**src/rtl/spi_temp_reader.sv**
```systemverilog
// spi_temp_reader
// Read-only SPI master (mode 0) that polls a digital temperature sensor and
// returns its raw 16-bit word. Reads start periodically while enabled, or on
// an explicit request pulse. Each completed word is flagged with a one-cycle
// valid strobe. The word feeds spi_to_temp downstream.
//
// Bus framing per read (all in i_clk cycles):
//   SETUP : CLK_DIV cycles, CS_n low, SCLK low
//   SHIFT : 16 bits x (CLK_DIV low + CLK_DIV high)
//   HOLD  : CLK_DIV cycles, CS_n low, SCLK low
//   GUARD : CLK_DIV cycles, CS_n high (minimum deselect time)
// CS_n is therefore low for exactly 34*CLK_DIV cycles per read.

module spi_temp_reader #(
  parameter int CLK_DIV       = 4,
  parameter int SAMPLE_PERIOD = 1000
) (
  input  logic        i_clk,
  input  logic        i_rst_n,
  input  logic        i_enable,
  input  logic        i_read_req,
  input  logic        i_spi_miso,
  output logic        o_spi_sclk,
  output logic        o_spi_cs_n,
  output logic [15:0] o_spi_data,
  output logic        o_data_valid,
  output logic        o_busy
);

  // Counter widths derived from the parameters; CLK_DIV=2 still needs one bit.
  localparam int DIV_W = (CLK_DIV > 1) ? $clog2(CLK_DIV) : 1;
  localparam int PER_W = (SAMPLE_PERIOD > 1) ? $clog2(SAMPLE_PERIOD) : 1;

  localparam logic [DIV_W-1:0] DIV_LAST = DIV_W'(CLK_DIV - 1);
  localparam logic [PER_W-1:0] PER_LAST = PER_W'(SAMPLE_PERIOD - 1);
  localparam logic [3:0]       BIT_LAST = 4'd15;

  // Transaction state encoding.
  localparam logic [2:0] ST_IDLE  = 3'd0;
  localparam logic [2:0] ST_SETUP = 3'd1;
  localparam logic [2:0] ST_SHIFT = 3'd2;
  localparam logic [2:0] ST_HOLD  = 3'd3;
  localparam logic [2:0] ST_GUARD = 3'd4;

  logic [2:0]       state;
  logic [DIV_W-1:0] div_cnt;     // cycles spent in the current phase
  logic [3:0]       bit_cnt;     // index of the bit being shifted, 0..15
  logic [15:0]      shift_reg;   // bits collected so far, MSB first
  logic [PER_W-1:0] period_cnt;  // free-running poll timer while enabled
  logic             pend_req;    // request latched from i_read_req
  logic             pend_tmr;    // request latched from the poll timer
  logic             pending;
  logic             start;
  logic             phase_end;

  // Timer-set and user-set requests are tracked separately because disabling
  // polling must drop a timer request but keep an explicit one.
  assign pending   = pend_req | pend_tmr;
  assign start     = (state == ST_IDLE) && pending;
  assign phase_end = (div_cnt == DIV_LAST);

  // Poll timer and request latching; every request source coalesces into one
  // pending read, which is consumed in the cycle the transaction starts.
  always_ff @(posedge i_clk or negedge i_rst_n) begin
    if (!i_rst_n) begin
      period_cnt <= '0;
      pend_req   <= 1'b0;
      pend_tmr   <= 1'b0;
    end else begin
      // NOTE: sequential state uses non-blocking assignments so every register
      // samples pre-edge values; later assignments in this block override
      // earlier ones, which is how the start-cycle clear takes priority.
      if (!i_enable) begin
        period_cnt <= '0;
        pend_tmr   <= 1'b0;
      end else if (period_cnt == PER_LAST) begin
        period_cnt <= '0;
        pend_tmr   <= 1'b1;
      end else begin
        period_cnt <= period_cnt + PER_W'(1);
      end

      if (i_read_req) begin
        pend_req <= 1'b1;
      end

      if (start) begin
        pend_req <= 1'b0;
        pend_tmr <= 1'b0;
      end
    end
  end

  // Transaction sequencer: drives CS_n/SCLK, shifts MISO in on each SCLK rise,
  // publishes the word at the CS_n rise and holds off the next read for GUARD.
  always_ff @(posedge i_clk or negedge i_rst_n) begin
    if (!i_rst_n) begin
      state        <= ST_IDLE;
      div_cnt      <= '0;
      bit_cnt      <= '0;
      shift_reg    <= '0;
      o_spi_sclk   <= 1'b0;
      o_spi_cs_n   <= 1'b1;
      o_spi_data   <= '0;
      o_data_valid <= 1'b0;
      o_busy       <= 1'b0;
    end else begin
      // NOTE: the strobe defaults low every cycle and is raised only in the
      // publishing cycle, which makes it a single-cycle pulse by construction.
      o_data_valid <= 1'b0;

      case (state)
        ST_IDLE: begin
          if (pending) begin
            state      <= ST_SETUP;
            o_spi_cs_n <= 1'b0;
            o_busy     <= 1'b1;
            div_cnt    <= '0;
            bit_cnt    <= '0;
          end
        end

        ST_SETUP: begin
          if (phase_end) begin
            div_cnt <= '0;
            state   <= ST_SHIFT;
          end else begin
            div_cnt <= div_cnt + DIV_W'(1);
          end
        end

        ST_SHIFT: begin
          if (!phase_end) begin
            div_cnt <= div_cnt + DIV_W'(1);
          end else begin
            div_cnt <= '0;
            if (!o_spi_sclk) begin
              // Rising SCLK: the sensor has had a full low phase to settle.
              o_spi_sclk <= 1'b1;
              shift_reg  <= {shift_reg[14:0], i_spi_miso};
            end else begin
              o_spi_sclk <= 1'b0;
              if (bit_cnt == BIT_LAST) begin
                state <= ST_HOLD;
              end else begin
                bit_cnt <= bit_cnt + 4'd1;
              end
            end
          end
        end

        ST_HOLD: begin
          if (phase_end) begin
            div_cnt      <= '0;
            o_spi_cs_n   <= 1'b1;
            o_spi_data   <= shift_reg;
            o_data_valid <= 1'b1;
            state        <= ST_GUARD;
          end else begin
            div_cnt <= div_cnt + DIV_W'(1);
          end
        end

        ST_GUARD: begin
          if (phase_end) begin
            div_cnt <= '0;
            o_busy  <= 1'b0;
            state   <= ST_IDLE;
          end else begin
            div_cnt <= div_cnt + DIV_W'(1);
          end
        end

        default: begin
          state      <= ST_IDLE;
          div_cnt    <= '0;
          o_spi_sclk <= 1'b0;
          o_spi_cs_n <= 1'b1;
          o_busy     <= 1'b0;
        end
      endcase
    end
  end

endmodule

```
**config.mk**
```make
export PLATFORM = sky130hd
export DESIGN_NAME = spi_temp_reader
export DESIGN_NICKNAME = d
export VERILOG_FILES = /design/src/rtl/spi_temp_reader.sv
export SDC_FILE = /design/constraint.sdc
export NUM_CORES = 1
export LEC_CHECK = 0
export ABC_CLOCK_PERIOD_IN_PS = 2530
export CAP_MARGIN = 40
export CORE_AREA = 2 2 74 76
export CTS_CLUSTER_DIAMETER = 40
export DETAILED_ROUTE_END_ITERATION = 8
export DIE_AREA = 0 0 76 78
export PLACE_DENSITY = 0.72
export RECOVER_POWER = 100
export SETUP_SLACK_MARGIN = 0.1
export SYNTH_ARGS = -nofsm -noshare
export SYNTH_HDL_FRONTEND = slang
export SYNTH_SLANG_ARGS = --single-unit
```
**constraint.sdc**
```tcl
create_clock -name i_clk -period 2.53 [get_ports i_clk]
set_input_delay 0.3795 -clock i_clk [delete_from_list [all_inputs] [get_ports i_clk]]
set_output_delay 0.3795 -clock i_clk [all_outputs]
set_load 0.005 [all_outputs]
```
==> impl_metrics.env <==
export IMPL_portBuffers=24
export IMPL_cts_setup_buffers=0
export IMPL_clockRootBuffer="clkbuf_8"
export IMPL_cts_tree="yes"
export IMPL_crit_type="flop to flop"
export IMPL_synth_simple_gate_area_share_pct=12.4
export IMPL_synth_cell_type_count=42
export IMPL_finalSetupTns_ps=0
export IMPL_start_util_pct=48.8
export IMPL_syn_inst=201
export IMPL_finalClockSkew_ps=6.57
export IMPL_synth_xor_area_share_pct=2.49
export IMPL_routed_wl_um=4170
export IMPL_grt_max_degree=29
export IMPL_syn_nets=209
export IMPL_yosysTopAreaCellShare_pct=57.0
export IMPL_timing_fmax_ghz=0.492
export IMPL_syn_to_final_growth_pct=20.3
export IMPL_synthTopCellsByCount="56 x dfrtp_1, 32 x mux2_2, 20 x nor2_1"
export IMPL_cts_clk_slew_worst_paths_ps=70
export IMPL_cts_buffers=9
export IMPL_synth_edf_count=0
export IMPL_gr_usage_all_layers_pct=15.8
export IMPL_post_route_min_period_ps=2030
export IMPL_synth_compound_area_share_pct=7.63
export IMPL_finalHoldWorstSlack_ps=383
export IMPL_dieArea_um2=5930
export IMPL_num_nets_final=240
export IMPL_powerDensity_nw_per_um2=891
export IMPL_cp_end_kind="flop"
export IMPL_core_area_um2=5040
export IMPL_die_y_um=78
export IMPL_ctsResizeCount=0
export IMPL_setup_viol=0
export IMPL_grt_pass1_wl_um=7270
export IMPL_overflow=0
export IMPL_synthAdderAreaFrac_pct=1.53
export IMPL_syn_area_um2=2460
export IMPL_dpl_hpwl_um=2780
export IMPL_muxShareOfSynthArea_pct=15.1
export IMPL_worstPathRequired_ps=2750
export IMPL_ys_seq_elements=57
export IMPL_antenna_left=0
export IMPL_diodes=0
export IMPL_ir_drop_v=0.000614
export IMPL_status="finished clean"
export IMPL_pin_count=25
export IMPL_relSlewSlack_pct=1.77
export IMPL_postCtsHoldBufs=0
export IMPL_wl_per_cell_um=13.6
export IMPL_synth_seq_area_share_pct=58.0
export IMPL_yosysMostFrequentCell="dfrtp_1"
export IMPL_hp_class="primary input to asynchronous set/reset pin"
export IMPL_fp_dieW_um=76
export IMPL_clkSinkCount=57
export IMPL_r2r_worst_path_cells=5
export IMPL_finalMaxSlewViolations=0
export IMPL_firstDrtPassIters=4
export IMPL_yosysWarnings=0
export IMPL_htree_levels=3
export IMPL_timing_hold_violations_final=0
export IMPL_synthFlopType="dfrtp_1"
export IMPL_synth_top_family_by_area="multiplexers"
export IMPL_postSynth_asyncResetShare_pct=100
export IMPL_critPathLaunchType="flop"
export IMPL_viasPerCell=5.22
export IMPL_drt_iter0_markers=78
export IMPL_crit_arrival_ps=2250
export IMPL_avgSynthCellArea_um2=12.2
export IMPL_post_route_drc_count=0
export IMPL_crit_fanout=18
export IMPL_synth_top_area_cell="dfrtp_1"
export IMPL_clockBufferDepth=2
export IMPL_grt_pass1_vias=1616
export IMPL_antenna_found_initial=0
export IMPL_routabilityCongestion=0.827
export IMPL_drive_above_1_share_pct=21.5
export IMPL_rows=26
export IMPL_clk_latency_ps=340
export IMPL_p_leak_uw=0.00143
export IMPL_synth_area_leaders="dfrtp_1 57%, mux2_2 15%, nor2_1 3.1%"
export IMPL_fin_util_pct=58.7
export IMPL_vias=1602
export IMPL_fin_crit_sh_pct=80.4
export IMPL_drv_cap=0
export IMPL_fillCellCount=433
export IMPL_worstMarginPinSlew_ps=1470
export IMPL_reg2reg_slack_ps=500
export IMPL_rsz0062_at_grt="no"
## layer usage
| metal | vias to the layer above | track usage (%) | routed length, um |
|---|---|---|---|
| li1 | 783 | - | - |
| met1 | 780 | 19.2 | 1980 |
| met2 | 27 | 25.2 | 1930 |
| met3 | 12 | 3.95 | 142 |
| met4 | 0 | 10.4 | 123 |
| met5 | - | 0 | 0 |
## final timing paths
check	from	to
min reg2reg	period_cnt[0]	period_cnt[0]
min	i_rst_n	bit_cnt[3]
min in group i_clk	period_cnt[0]	period_cnt[0]
max	div_cnt[0]	o_spi_data[0]
max reg2reg	div_cnt[0]	o_spi_data[0]
max in group asynchronous	i_rst_n	o_spi_data[14]
## logic make-up (layout without fill, tap and decap cells)
| family | after synthesis | in the layout |
|---|---|---|
| compound gates | 28 | 28 |
| xor+xnor | 7 | 7 |
| fa+ha+maj | 3 | 3 |
| buf+inv | 12 | 48 |
| flops | 57 | 57 |
| mux | 33 | 33 |
| simple gates | 61 | 61 |
## cell type report
cell class / count / area (um^2) / area share, %
timing repair buffer: 27 / 250 / 8.45
inverter: 5 / 18.8 / 0.634
clock inverter: 5 / 77.6 / 2.62
sequential: 57 / 1430 / 48.2
clock buffer: 11 / 151 / 5.11
tap: 70 / 87.6 / 2.96
multi-input combinational: 132 / 947 / 32.0
## critical path, cell delays in order, from the launching register on
cell and delay (ps):
dfrtp_1 390, ha_1 330, nand2_1 110, nor2_1 140, nand2_1 480, mux2_2 460
## cell usage in the layout, fill, tap and decap left out, types with 3 or more instances in the layout
cell type and count:
a21oi_1 3, clkbuf_8 11, clkdlybuf4s50_1 3, dfrtp_1 56, dlygate4sd3_1 20, ha_1 3, inv_1 5, mux2_2 32
nand2_1 13, nand3_1 7, nand4_1 5, nor2_1 20, nor3_1 5, o21ai_0 11, xnor2_1 5
## per-stage QoR
stage                     cells  cell area (um^2)  total power, uW  setup WS, ps
after floorplan             201              2460             1560           857
after global placement      291              2750             1710           745
after detailed placement    291              2750             1730           668
after CTS                   307              2980             2700           672
after global routing        307              2960             2800           337
final                       307              2960             2640           496
## power breakdown
part / switching (uW) / internal, uW / leakage, uW
clock network: 358 / 604 / 0.000115
registers: 145 / 1040 / 0.000767
logic: 243 / 252 / 0.000543
(Power assumes the default switching activity.)
